### src/rtl/fb_scan_reader.sv
// rtl/fb_scan_reader.sv - raster-order framebuffer read engine feeding a tagged pixel FIFO
module fb_scan_reader #(
    parameter int          C_MST_AWIDTH = 32,
    parameter int          C_MST_DWIDTH = 32,
    parameter int          LINE_LEN     = 9,
    parameter int          COL_LEN      = 10,
    parameter int          NUM_LINES    = 480,
    parameter int          NUM_COLS     = 640,
    parameter logic [10:0] FB_BASE_HI   = 11'b1001_0000_000,
    parameter int          FBR_FIFO_LEN = 64
) (
    input  logic                        Bus2IP_Clk,
    input  logic                        Bus2IP_Resetn,
    input  logic                        start,
    output logic                        busy,
    output logic                        frame_done,
    output logic                        err_sticky,
    output logic [FBR_FIFO_LEN-1:0]     fifo_Dout,
    output logic                        fifo_wr_en,
    input  logic                        fifo_full,
    output logic                        IP2Bus_MstRd_Req,
    output logic                        IP2Bus_MstWr_Req,
    output logic [C_MST_AWIDTH-1:0]     IP2Bus_Mst_Addr,
    output logic [C_MST_DWIDTH/8-1:0]   IP2Bus_Mst_BE,
    output logic                        IP2Bus_Mst_Lock,
    output logic                        IP2Bus_Mst_Reset,
    output logic                        IP2Bus_MstRd_dst_rdy_n,
    input  logic                        Bus2IP_Mst_CmdAck,
    input  logic                        Bus2IP_Mst_Cmplt,
    input  logic                        Bus2IP_Mst_Error,
    input  logic                        Bus2IP_Mst_Rearbitrate,
    input  logic                        Bus2IP_Mst_Cmd_Timeout,
    input  logic [C_MST_DWIDTH-1:0]     Bus2IP_MstRd_d,
    input  logic                        Bus2IP_MstRd_src_rdy_n
);

    // Raw address is {base, line, col, byte offset}; it is resized to the bus width.
    localparam int RAW_AW = 11 + LINE_LEN + COL_LEN + 2;
    // Zero gap between the col tag and the pixel in the FIFO word.
    localparam int PAD_W  = FBR_FIFO_LEN - LINE_LEN - COL_LEN - C_MST_DWIDTH;

    localparam logic [LINE_LEN-1:0] LAST_LINE = LINE_LEN'(NUM_LINES - 1);
    localparam logic [COL_LEN-1:0]  LAST_COL  = COL_LEN'(NUM_COLS - 1);

    typedef enum logic [3:0] {
        S_IDLE       = 4'd0,
        S_CHECK      = 4'd1,
        S_REQ        = 4'd2,
        S_REARB      = 4'd3,
        S_WAIT_DATA  = 4'd4,
        S_WAIT_CMPLT = 4'd5,
        S_PUSH       = 4'd6,
        S_ERR        = 4'd7,
        S_ADVANCE    = 4'd8,
        S_DONE       = 4'd9
    } state_t;

    state_t                    state_q, state_d;
    logic [LINE_LEN-1:0]       line_q, line_d;
    logic [COL_LEN-1:0]        col_q, col_d;
    logic [C_MST_DWIDTH-1:0]   pixel_q, pixel_d;
    logic                      err_q, err_d;
    logic [RAW_AW-1:0]         addr_raw;
    logic                      last_pixel;

    assign last_pixel = (line_q == LAST_LINE) && (col_q == LAST_COL);
    assign addr_raw   = {FB_BASE_HI, line_q, col_q, 2'b00};

    // State and datapath registers; reset abandons any bus transaction in flight.
    always_ff @(posedge Bus2IP_Clk or negedge Bus2IP_Resetn) begin
        if (!Bus2IP_Resetn) begin
            state_q <= S_IDLE;
            line_q  <= '0;
            col_q   <= '0;
            pixel_q <= '0;
            err_q   <= 1'b0;
        end else begin
            state_q <= state_d;
            line_q  <= line_d;
            col_q   <= col_d;
            pixel_q <= pixel_d;
            err_q   <= err_d;
        end
    end

    // Next-state logic: one single-beat read per pixel, one read outstanding at a time.
    always_comb begin
        state_d = state_q;
        line_d  = line_q;
        col_d   = col_q;
        pixel_d = pixel_q;
        err_d   = err_q;
        case (state_q)
            S_IDLE: begin
                if (start) begin
                    state_d = S_CHECK;
                    line_d  = '0;
                    col_d   = '0;
                    err_d   = 1'b0;
                end
            end
            S_CHECK: begin
                // A FIFO slot must exist before the read goes out, so data is never stranded.
                if (!fifo_full) begin
                    state_d = S_REQ;
                end
            end
            S_REQ: begin
                // A failed command outranks an acknowledge seen in the same cycle.
                if (Bus2IP_Mst_Error || Bus2IP_Mst_Cmd_Timeout) begin
                    state_d = S_ERR;
                end else if (Bus2IP_Mst_CmdAck) begin
                    state_d = S_WAIT_DATA;
                end else if (Bus2IP_Mst_Rearbitrate) begin
                    state_d = S_REARB;
                end
            end
            S_REARB: begin
                state_d = S_REQ;
            end
            S_WAIT_DATA: begin
                if (Bus2IP_Mst_Error) begin
                    state_d = S_ERR;
                end else if (!Bus2IP_MstRd_src_rdy_n) begin
                    pixel_d = Bus2IP_MstRd_d;
                    state_d = Bus2IP_Mst_Cmplt ? S_PUSH : S_WAIT_CMPLT;
                end
            end
            S_WAIT_CMPLT: begin
                if (Bus2IP_Mst_Error) begin
                    state_d = S_ERR;
                end else if (Bus2IP_Mst_Cmplt) begin
                    state_d = S_PUSH;
                end
            end
            S_PUSH: begin
                state_d = S_ADVANCE;
            end
            S_ERR: begin
                // The pixel is dropped; the scan resumes once the bus lowers Error.
                err_d = 1'b1;
                if (!Bus2IP_Mst_Error) begin
                    state_d = S_ADVANCE;
                end
            end
            S_ADVANCE: begin
                if (last_pixel) begin
                    state_d = S_DONE;
                end else begin
                    state_d = S_CHECK;
                    if (col_q == LAST_COL) begin
                        col_d  = '0;
                        line_d = line_q + 1'b1;
                    end else begin
                        col_d  = col_q + 1'b1;
                    end
                end
            end
            S_DONE: begin
                state_d = S_IDLE;
            end
            default: begin
                state_d = S_IDLE;
            end
        endcase
    end

    assign busy                   = (state_q != S_IDLE) && (state_q != S_DONE);
    assign frame_done             = (state_q == S_DONE);
    assign err_sticky             = err_q;
    assign fifo_wr_en             = (state_q == S_PUSH);
    assign fifo_Dout              = {line_q, col_q, {PAD_W{1'b0}}, pixel_q};
    assign IP2Bus_MstRd_Req       = (state_q == S_REQ);
    assign IP2Bus_MstWr_Req       = 1'b0;
    assign IP2Bus_Mst_Addr        = C_MST_AWIDTH'(addr_raw);
    assign IP2Bus_Mst_BE          = '1;
    assign IP2Bus_Mst_Lock        = 1'b0;
    assign IP2Bus_Mst_Reset       = 1'b0;
    assign IP2Bus_MstRd_dst_rdy_n = (state_q != S_WAIT_DATA);

endmodule

### config.mk
export PLATFORM = sky130hd
export DESIGN_NAME = fb_scan_reader
export DESIGN_NICKNAME = d
export VERILOG_FILES = /design/src/rtl/fb_scan_reader.sv
export SDC_FILE = /design/constraint.sdc
export NUM_CORES = 1
export LEC_CHECK = 0
export BUFFER_PORTS_ARGS = -buffer_cell sky130_fd_sc_hd__buf_4
export CAP_MARGIN = 15
export CORE_MARGIN = 3
export CORE_UTILIZATION = 47
export CTS_CLUSTER_SIZE = 14
export DETAILED_ROUTE_END_ITERATION = 16
export PLACE_DENSITY = 0.82
export SYNTH_ARGS = -nofsm -noshare
export SYNTH_HDL_FRONTEND = slang
export SYNTH_SLANG_ARGS = --single-unit
### constraint.sdc
create_clock -name Bus2IP_Clk -period 2.62 [get_ports Bus2IP_Clk]
set_clock_uncertainty 0.15 [all_clocks]
set_input_delay 0.131 -clock Bus2IP_Clk [delete_from_list [all_inputs] [get_ports Bus2IP_Clk]]
set_output_delay 0.131 -clock Bus2IP_Clk [all_outputs]
set_load 0.005 [all_outputs]
==> key figures <==
Timing
  • Transition time of the tightest slew-check pin: just over 700 ps
  • Tcrit/Tclk final: between 80% and 90%
  • Slew Limit Fails: 0
  • Endpoints failing hold: 0
  • Peak clock frequency supported by timing: about 430 MHz
  • Setup_tns: 0 ps
  • Worst-case hold slack: 56.4 ps
  • Setup violators final: 0
  • Fin worst setup slack: just under 300 ps
  • RSZ-0062 raised after global routing: false
  • Min Tclk post-route: approximately 2300 ps
  • Worst relative slew slack: 52.8%

Die
  • Die width: between 80 and 90 um
  • Core Box Area: 0.00649 mm2
  • Die Ht: a little under 90 um
  • Ports: between 150 and 200
  • Initial Util: 49.8%
  • Die ar.: between 0.007 and 0.008 mm2
  • FP Rows: 29

CTS
  • CTS tree: done
  • H-tree depth: 2
  • CTS max path bufs: 2
  • CTS buffer count: 5
  • Total setup buffers inserted after CTS: 0
  • CTS hold repair buffers: 33
  • Root Driver: clkbuf_8
  • Clk sinks: 56
  • CTS clk-pin slew, worst paths: approximately 110 ps
  • Post-cts sizing count: 0
  • Skew-Pair Late Insertion Delay: 310 ps

Synth
  • Yosys reg bits: 56
  • Synth top cells by count: 56 x dfrtp_1, 53 x buf_4, 30 x mux2_4
  • Count leader, synth: dfrtp_1
  • Post-synthesis sequential area ratio: a little over two fifths
  • Share of the synthesized area in the top cell type: approximately 43%
  • Synth area leaders: dfrtp_1 43%, mux2_4 14%, buf_4 12%
  • Synthesized area per cell: 10.8 um2
  • Distinct cells, synth: 46
  • Ys flop type: dfrtp_1
  • Cell count after synthesis: 300
  • Area of the mapped netlist: around 0.0032 mm2
  • YS warnings: 0
  • Post-synth ARST share: 100%
  • Post-synth EDFFs: 0
  • Yosys top cell by area: dfrtp_1

Route
  • Vias: ~2.7k
  • 1st-iter DRT viols: roughly 110
  • DR vias/cell: between 5 and 6
  • WL final: roughly 8900 um
  • DR pass1 iterations: 4
  • Routed wire per std cell: about 17 um
  • Drt drc: 0
  • Antenna Nets Post-Route: 0

Cells and area
  • Antenna cell count: 0
  • Fin nets: about 470
  • Area grow syn2layout: 33.8%
  • Share of layout cells above drive strength 1: 38.5%
  • Final Cell Area: about 0.0043 mm2

Setup path
  • CP Class: flip-flop to flip-flop
  • CP required: between 2000 and 3000 ps
  • Crit. End Element: flip-flop
  • Max FO, Critical Path: 32
  • Worst Setup Start Kind: flip-flop
  • Critical path arrival: 2390 ps

Global routing
  • Gr ovfl total: 0
  • Largest net degree at the start of global routing: 57
  • Vias in the first global route: around 2.4k
  • First-pass GRT wire length: between 10000 and 15000 um
  • Initial antenna violation count: 0
  • Tot GR Track Use: between 20% and 30%

Placement
  • Hpwl dp: slightly below 6000 um
  • RePlAce Congestion: about 0.95
  • Pre-CTS setup slack: about 310 ps
  • Placed Area: between 0.003 and 0.004 mm2
  • Port Buffers: between 100 and 150

Pwr
  • Max VDD drop: approximately 0.36 mV
  • Pwr dens: between 800 and 900 mW/mm2
  • Leakage: 2.22 nW

Run status
  • Outcome: complete, no violations

Job
  • MaxCap Viol Count: 0

Min path
  • Hold crit path type: input pin to flip-flop
[cells in the final DEF (no fill, tap or decap), types with 3 or more instances in the layout]
cell type and instances:
o21ai_0 3, o211ai_1 4, dfrtp_1 56, nor2_1 9, o21a_1 5, conb_1 33
o21ai_1 5, o22ai_1 4, inv_1 16, nand2_1 13, or3_1 5, nand4_1 5
a21oi_1 8, nand3_1 10, and4_1 3, mux2i_1 3, a31oi_1 15, mux2_4 30
nor3_1 6, and3_1 5, dlygate4sd3_1 33, buf_4 124, clkbuf_8 5
[final cells by class]
| type | instances | area [um2] |
|---|---|---|
| Fill cell | 479 | 2170 |
| Timing Repair Buffer | 157 | 1260 |
| Sequential cell | 56 | 1400 |
| Clock inverter | 2 | 16.3 |
| Clock buffer | 6 | 72.6 |
| Multi-Input combinational cell | 194 | 1420 |
| Inverter | 16 | 60.1 |
| Tap cell | 77 | 96.3 |
[routing by layer]
| layer | global-route usage, % | vias to the layer above | wire length (um) |
|---|---|---|---|
| li1 | - | 1247 | - |
| met1 | 29.6 | 1288 | 3780 |
| met2 | 35.6 | 137 | 4250 |
| met3 | 4.52 | 11 | 747 |
| met4 | 4.33 | 0 | 84 |
| met5 | 0 | - | 0 |
[logic make-up (layout without fill, tap and decap cells)]
| kind of cell | after synthesis | in the layout | share of synthesized area [%] |
|---|---|---|---|
| xor gates and xnor gates | 2 | 2 | 0.542 |
| buffers and inverters | 81 | 181 | 16.4 |
| AOI/OAI and AO/OA | 53 | 53 | 10.9 |
| muxes | 35 | 35 | 15.6 |
| adders and majority gates | 2 | 2 | 0.774 |
| other | 2 | 33 | 0.232 |
| and+or+nand+nor | 69 | 69 | 12.3 |
| DFF | 56 | 56 | 43.3 |
[final timing paths]
kind,startpoint,endpoint,slack [ps],cells past startpoint
setup reg to reg,state_q[3],pixel_q[5],290,4
max in group asynchronous,Bus2IP_Resetn,col_q[4],1580,2
hold / removal,start,err_sticky,60,4
hold reg to reg,pixel_q[23],pixel_q[23],380,1
min in group asynchronous,Bus2IP_Resetn,pixel_q[31],270,2
setup / recovery,state_q[3],pixel_q[5],290,4
[through the flow]
stage	instances	utilization, %	total power, mW
after floorplan	331	-	2.40
after global placement	467	60.2	3.11
after detailed placement	467	60.2	3.19
after CTS	508	66.6	3.71
after global routing	508	66.6	3.99
final	508	66.6	3.76
[power breakdown]
group          switching, mW  leakage (nW)  internal (mW)
combinational          0.702          1.45           1.06
clock                  0.297        0.0414          0.191
sequential             0.321         0.729           1.19
[sequential cells by signal, indices dropped and copies added, names as in the netlist]
register / cells
pixel_q: 32
col_q: 10
line_q: 9
state_q: 4
err_sticky: 1
[critical path, cell delays in order, from the launching register on]
cell and delay (ps):
dfrtp_1 390, or4b_4 560, or3_2 420, buf_4 320
mux2_4 380
Power figures use the tool's default switching activity.
